`src/rtl/fetch_unit.sv`:
```
// Instruction fetch stage: owns the fetch PC, issues word requests under a credit limit,
// buffers returned words with their PC and hands them to the datapath; redirects flush stale work.
module fetch_unit #(
  parameter logic [31:0] RESET_PC = 32'h0000_0000,
  parameter int unsigned DEPTH    = 2
) (
  input  logic        clk,
  input  logic        rst_n,
  output logic        imem_req_valid,
  input  logic        imem_req_ready,
  output logic [31:0] imem_req_addr,
  input  logic        imem_rsp_valid,
  input  logic [31:0] imem_rsp_data,
  input  logic        redirect,
  input  logic [31:0] redirect_pc,
  output logic        inst_valid,
  input  logic        inst_ready,
  output logic [31:0] inst,
  output logic [31:0] inst_pc
);

  localparam int unsigned AW    = $clog2(DEPTH);
  localparam int unsigned CW    = AW + 1;
  localparam logic [CW:0] LIMIT = (CW+1)'(DEPTH);

  logic [31:0]   r_fetchPc;
  logic          r_active;
  logic [CW-1:0] r_outstanding;
  logic [CW-1:0] r_drop;
  logic [CW-1:0] r_wrPtr;
  logic [CW-1:0] r_rdPtr;
  logic [CW-1:0] r_tagWrPtr;
  logic [CW-1:0] r_tagRdPtr;
  logic [31:0]   r_dataMem [DEPTH];
  logic [31:0]   r_pcMem   [DEPTH];
  logic [31:0]   r_tagMem  [DEPTH];
  logic [31:0]   r_holdInst;
  logic [31:0]   r_holdPc;

  logic [CW-1:0] w_count;
  logic [CW:0]   w_used;
  logic          w_empty;
  logic          w_reqFire;
  logic          w_rspFire;
  logic          w_rspKeep;
  logic          w_pop;
  logic [CW-1:0] w_outNext;
  logic [31:0]   w_headInst;
  logic [31:0]   w_headPc;

  assign w_count    = r_wrPtr - r_rdPtr;
  assign w_used     = {1'b0, r_outstanding} + {1'b0, w_count};
  assign w_empty    = (r_wrPtr == r_rdPtr);
  assign w_headInst = r_dataMem[r_rdPtr[AW-1:0]];
  assign w_headPc   = r_pcMem[r_rdPtr[AW-1:0]];

  // r_active keeps the request line low until the first edge after reset release.
  assign imem_req_valid = r_active && (w_used < LIMIT);
  assign imem_req_addr  = r_fetchPc;
  assign w_reqFire      = imem_req_valid && imem_req_ready;
  // Responses with nothing outstanding are leftovers from before a reset.
  assign w_rspFire      = imem_rsp_valid && (r_outstanding != '0);
  assign w_rspKeep      = w_rspFire && (r_drop == '0) && !redirect;
  assign w_outNext      = r_outstanding + CW'(w_reqFire) - CW'(w_rspFire);

  assign inst_valid = !w_empty && !redirect;
  assign w_pop      = inst_valid && inst_ready;
  assign inst       = w_empty ? r_holdInst : w_headInst;
  assign inst_pc    = w_empty ? r_holdPc   : w_headPc;

  always_ff @(posedge clk or negedge rst_n) begin
    if (!rst_n) begin
      r_fetchPc     <= RESET_PC;
      r_active      <= 1'b0;
      r_outstanding <= '0;
      r_drop        <= '0;
      r_wrPtr       <= '0;
      r_rdPtr       <= '0;
      r_tagWrPtr    <= '0;
      r_tagRdPtr    <= '0;
      r_holdInst    <= '0;
      r_holdPc      <= '0;
    end else begin
      r_active      <= 1'b1;
      r_outstanding <= w_outNext;
      if (w_reqFire) r_tagWrPtr <= r_tagWrPtr + CW'(1);
      if (w_rspFire) r_tagRdPtr <= r_tagRdPtr + CW'(1);
      if (!w_empty) begin
        r_holdInst <= w_headInst;
        r_holdPc   <= w_headPc;
      end
      // A redirect overrides the PC step, FIFO traffic and drop bookkeeping of this cycle.
      if (redirect) begin
        r_fetchPc <= redirect_pc & 32'hFFFF_FFFC;
        r_rdPtr   <= r_wrPtr;
        r_drop    <= w_outNext;
      end else begin
        if (w_reqFire) r_fetchPc <= r_fetchPc + 32'd4;
        if (w_rspFire && (r_drop != '0)) r_drop <= r_drop - CW'(1);
        if (w_rspKeep) r_wrPtr <= r_wrPtr + CW'(1);
        if (w_pop) r_rdPtr <= r_rdPtr + CW'(1);
      end
    end
  end

  always_ff @(posedge clk) begin
    if (w_reqFire) r_tagMem[r_tagWrPtr[AW-1:0]] <= r_fetchPc;
    if (w_rspKeep) begin
      r_dataMem[r_wrPtr[AW-1:0]] <= imem_rsp_data;
      r_pcMem[r_wrPtr[AW-1:0]]   <= r_tagMem[r_tagRdPtr[AW-1:0]];
    end
  end

endmodule

```
`config.mk`:
```
export PLATFORM = sky130hd
export DESIGN_NAME = fetch_unit
export DESIGN_NICKNAME = d
export VERILOG_FILES = /design/src/rtl/fetch_unit.sv
export SDC_FILE = /design/constraint.sdc
export NUM_CORES = 1
export LEC_CHECK = 0
export CAP_MARGIN = 20
export CORE_MARGIN = 3
export CORE_UTILIZATION = 56
export CTS_BUF_LIST = sky130_fd_sc_hd__clkbuf_4 sky130_fd_sc_hd__clkbuf_8
export CTS_CLUSTER_DIAMETER = 150
export DETAILED_ROUTE_END_ITERATION = 10
export PLACE_DENSITY = 0.89
export SKIP_CTS_REPAIR_TIMING = 1
export SLEW_MARGIN = 20
export SYNTH_ARGS = -nofsm -noshare
export SYNTH_HDL_FRONTEND = slang
export SYNTH_SLANG_ARGS = --single-unit
```
`constraint.sdc`:
```
create_clock -name clk -period 4.85 [get_ports clk]
set_input_delay 0.7275 -clock clk [delete_from_list [all_inputs] [get_ports clk]]
set_output_delay 0.7275 -clock clk [all_outputs]
set_load 0.1 [all_outputs]
```
**Yosys cells after proc, flatten, opt, wreduce, memory -nomap -nowiden**

Memories as Yosys holds them, arrays and structs flattened.
Index checks and enable logic that the tools add are counted.

- Flip-flop bits (word level): 109
- Latch bits: 0
- RAM bits: 192
- Bits in read-only memories: 0
- Bits of input ports: 70
- Output and inout bits: 98
- Word-level logic and storage cells: 55
- Memories: 3

- Add/subtract/negate cells: 10
- Multipliers: 0
- Div/mod/pow operators: 0
- $lt $le $gt $ge: 1
- Equal/unequal tests: 1
- Shift operators: 0
- Muxes and demuxes: 12
- Bitwise gates (word level): 1
- Reduce and logical (&&, ||, !) cells: 17

Memories:

| name | words | width | rd ports | clocked after memory_dff | wr ports | RTL line | source |
|---|---|---|---|---|---|---|---|
| r_dataMem | 2 | 32 | 1 | 0 | 1 | 34 | `logic [31:0] r_dataMem [DEPTH];` |
| r_pcMem | 2 | 32 | 1 | 0 | 1 | 35 | `logic [31:0] r_pcMem [DEPTH];` |
| r_tagMem | 2 | 32 | 1 | 0 | 1 | 36 | `logic [31:0] r_tagMem [DEPTH];` |

Operator list:

| kind | number |
|---|---|
| 32-bit two-way mux | 4 |
| 32-bit by 3-bit adder with 32-bit output, second input constant | 1 |
| 2-bit nonzero test | 5 |
| 2-bit by 1-bit adder with 2-bit output, second input constant | 4 |
| 1-bit logical AND | 8 |
| 2-bit two-way mux | 4 |
| 1-bit two-way mux | 4 |
| 2-bit by 2-bit adder with 3-bit output | 1 |
| 3-bit by 2-bit < comparator with 1-bit output, second input constant | 1 |
| 2-bit by 1-bit adder with 2-bit output | 1 |
| 2-bit equality test | 1 |
| 1-bit zero test | 2 |
| 2-bit zero test | 1 |
| 2-bit AND reduction | 1 |
| 2-bit by 1-bit subtractor with 2-bit output | 1 |
| 2-bit by 1-bit subtractor with 2-bit output, second input constant | 1 |
| 2-bit subtractor | 1 |
| 1-bit inverter | 1 |

**Longest topological paths before layout**

- Depth after elaboration: 8
- Mapped depth: 15
- Gate-level depth less buffers: 13

**Least setup slack after synthesis**

Ideal clock, no wire load.

- Path type: register to register
- From: register r_wrPtr[0]
- To: memory r_tagMem[0][10] (enable)
- Library setup time: 0.417 ns
- Data arrival time: 3.787 ns
- Required time: 4.433 ns
- Path slack: 0.646 ns
- Cell stages (with the launch flop): 11
- Buffers on the path: 2
- Clock period less this slack: 4.204 ns
- Cells stage by stage: dfrtp_1 > inv_1 > ha_1 > clkbuf_1 > nand2b_1 > fa_1 > nand3_1 > inv_1 > buf_2 > nand2_1 > nor2_1

- Longest elaborated chain between the ends: 7

Ends and longest elaborated chain:

| what | RTL line | source |
|---|---|---|
| start, declared | 30 | `logic [CW-1:0] r_wrPtr;` |
| start signal, assigned | 100 | `if (w_rspKeep) r_wrPtr <= r_wrPtr + CW'(1);` |
| 2-bit subtractor | 51 | `assign w_count = r_wrPtr - r_rdPtr;` |
| 2-bit by 2-bit adder with 3-bit output | 52 | `assign w_used = {1'b0, r_outstanding} + {1'b0, w_count};` |
| 3-bit by 2-bit < comparator with 1-bit output | 58 | `assign imem_req_valid = r_active && (w_used < LIMIT);` |
| 1-bit logical AND | 58 |  |
| via imem_req_valid | 9 | `output logic imem_req_valid,` |
| 1-bit logical AND | 60 | `assign w_reqFire = imem_req_valid && imem_req_ready;` |
| 1-bit two-way mux | 107 | `if (w_reqFire) r_tagMem[r_tagWrPtr[AW-1:0]] <= r_fetchPc;` |
| 1-bit two-way mux (not written as such) | 107 |  |
| end, declared | 36 |  |

The timed path passes the listed nets, and every way through them passes these cells.

**Worst setup path in the final report**

- From: register r_rdPtr[0]
- To: output inst[15]

- Longest elaborated chain between the ends: 2
- Elaborated cells between the ends (all ways): 3
- Classes of those cells: eq/ne: 1; mux: 1; memory: 1

Ends and longest elaborated chain:

| what | RTL line | source |
|---|---|---|
| start, declared | 31 | `logic [CW-1:0] r_rdPtr;` |
| start signal, assigned | 95 | `r_rdPtr <= r_wrPtr;` |
| start signal, assigned | 101 | `if (w_pop) r_rdPtr <= r_rdPtr + CW'(1);` |
| memory 2 x 32 bit / 2-bit equality test (equally long branches) | -- |  |
| 32-bit two-way mux * | 68 | `assign inst = w_empty ? r_holdInst : w_headInst;` |
| end, declared | 18 | `output logic [31:0] inst,` |

Every way passes the cells marked *; elsewhere a longest branch is shown, timed or not.

==> results.toml <==
[status]
status = "complete, no violations"

[floorplanning]
dieHeight_um = 148
die_w_um = 148
ios = 168
start_util = 0.574
core_area_um2 = 19600
die-area_um2 = 21800
rows = 51

[routing]
vias_per_cell = 5.51
dr.pass1.iters = 5
wl_per_cell_um = 18.0
num_vias = 6882
drtAntennaViolNets = 0
drtIter0Drc = 423
wirelength_mm = 22.5
drc = 0

[sta]
maxSlewViolCount = 0
worst_pin_slew_ps = 1040
setup_viol = 0
finalCritPeriodShare = 0.858
rsz0062_at_grt = "false"
finalCriticalPeriod_ps = 4160
hold_viol = 0
skew_ps = 26.6
fin_tns_setup_ps = 0
fmax_mhz = 240
slew_headroom = 0.306

[synthesis]
ys_types = 51
ys_ff_latch = 289
syn_inst = 769
yosysTopAreaCell = "edfxtp_1"
async_reset_ff_frac = 0.363
ys.flop_type = "edfxtp_1"
synth_top_area_frac = 0.492
synth-edff-count = 184
yosys-top-cells-area = "edfxtp_1 (49%), dfrtp_1 (23%), mux2i_1 (5.6%)"
syn_area_per_cell_um2 = 14.6
yosysWarnings = 0
syn_area_um2 = 11200
synth-seq-area-share = 0.725

[global_routing]
grt_usage = 0.207
grt_pass1_wl_mm = 35.9
grt_max_degree = 75
grt_pass1_vias = 7031
antenna_found_initial = 0
grt-ovfl-total = 0

[clock_tree]
clock_latency_ps = 540
cts-htree-levels = 2
tritoncts = "built"
cts_made_buffers = 45
cts_buffer_depth = 3
cts_sinks = 289
cts.clk_slew.worst_paths_ps = 70
root_buffer = "clkbuf_8"

[finish]
final_layout_size_suffix_gt1_frac = 0.197
fillers = 1266
antenna_cells = 0
layout.cells.non_filler = 1250
area_delta_synth_final_pct = 23.5
layout_common_cells = "edfxtp_1 (184), dfrtp_1 (104), clkdlybuf4s50_1 (98)"
post-route-util = 0.708
final_common_cell = "edfxtp_1"
nNetsFinal = 1027

[setup_path]
r2r_cells = 8
cp.required_ps = 4120
r2r_start = "r_rdPtr[0]$_DFFE_PN0P_"
cp-start-kind = "flop"
worst_ep_arrival_time_ps = 3440
worstPathMaxFanout = 74
endpoint_kind = "output port"
worstSetupPathType = "flop to output port"
r2r_slack_ps = 1000
r2r-end = "imem_req_addr[24]$_DFFE_PN0P_"

[place]
dpl.hpwl_mm = 14.5
dp_cells = 1169
gp_congestion = 0.813
port_buffers = 163

[worst_hold_path]
hold_class = "primary input to asynchronous set/reset pin"

[flow_run]
maxCapViolCount = 0
==> synthesized netlist by cell type (12+ instances only) <==
cell type	instances
o21ai_0	17
mux2i_1	63
clkbuf_1	18
edfxtp_1	184
dfrtp_1	105
mux2_2	30
buf_1	13
a31oi_1	15
nand3_1	16
or4_1	16
nand2_1	26
xnor2_1	12
nor2_1	79
a21oi_1	66
==> per-layer routing <==
layer | vias up | part of all wire | global-route usage
met3 | 46 | 0.072 | 0.0506
met4 | 0 | 0.025 | 0.0699
met5 | - | 0 | 0
met1 | 3343 | 0.41 | 0.277
met2 | 260 | 0.49 | 0.339
li1 | 3233 | - | -
==> critical path: stages, from the launching register on <==
cell and delay [ps]:
dfrtp_4 660, ha_1 490, nand2_4 620, buf_4 400, nor2_1 110, a21oi_1 250
buf_4 350
==> cell type report <==
class | count | area [µm²] | area share
sequential | 289 | 8160 | 0.588
multi-input combinational | 430 | 2890 | 0.208
timing repair buffer | 174 | 1560 | 0.113
clock buffer | 67 | 803 | 0.0579
tap | 265 | 332 | 0.0239
clock inverter | 14 | 90.1 | 0.00649
inverter | 11 | 41.3 | 0.00298
==> registers in the layout, summed over array words and instances (netlist names) <==
| register | count |
|---|---|
| r_pcMem | 60 |
| r_drop | 2 |
| r_rdPtr | 2 |
| r_outstanding | 2 |
| r_wrPtr | 2 |
| r_holdInst | 32 |
| imem_req_addr | 30 |
| r_active | 1 |
| r_holdPc | 32 |
| r_tagWrPtr | 1 |
| r_tagRdPtr | 1 |
| r_tagMem | 60 |
| r_dataMem | 64 |
==> worst max path at each step <==
stage                     cells after the start                       endpoint                    from
final                                         6                       inst[15]  r_rdPtr[0]$_DFFE_PN0P_
after global routing                          6                       inst[15]  r_rdPtr[0]$_DFFE_PN0P_
after CTS                                     6                       inst[15]  r_rdPtr[0]$_DFFE_PN0P_
after detailed placement                      8  imem_req_addr[27]$_DFFE_PN0P_  r_rdPtr[0]$_DFFE_PN0P_
after global placement                        8  imem_req_addr[27]$_DFFE_PN0P_  r_rdPtr[0]$_DFFE_PN0P_
after floorplan                              10      r_tagMem[0][10]$_DFFE_PP_  r_wrPtr[0]$_DFFE_PN0P_
==> kinds of logic after synthesis <==
logic type | Yosys count | share of synthesized area
muxes | 93 | 0.0862
AOI/OAI and AO/OA | 123 | 0.0626
buffers and inverters | 51 | 0.0190
xor gates and xnor gates | 18 | 0.0140
adders and majority gates | 6 | 0.00735
other | 2 | 0.000668
and+or+nand+nor | 187 | 0.0849
DFF | 289 | 0.725
==> metrics by stage <==
stage | hold WS [ps] | setup WS, ps | area (µm²)
floorplan | 432 | 646 | 11200
global placement | 482 | 1170 | 13000
detailed placement | 497 | 1040 | 13000
CTS | 351 | 631 | 13900
global route | 395 | 480 | 13900
finish | 343 | 686 | 13900
Power is not shown: default switching activity piles up to over one toggle a cycle in this logic, so the estimate is an artifact.
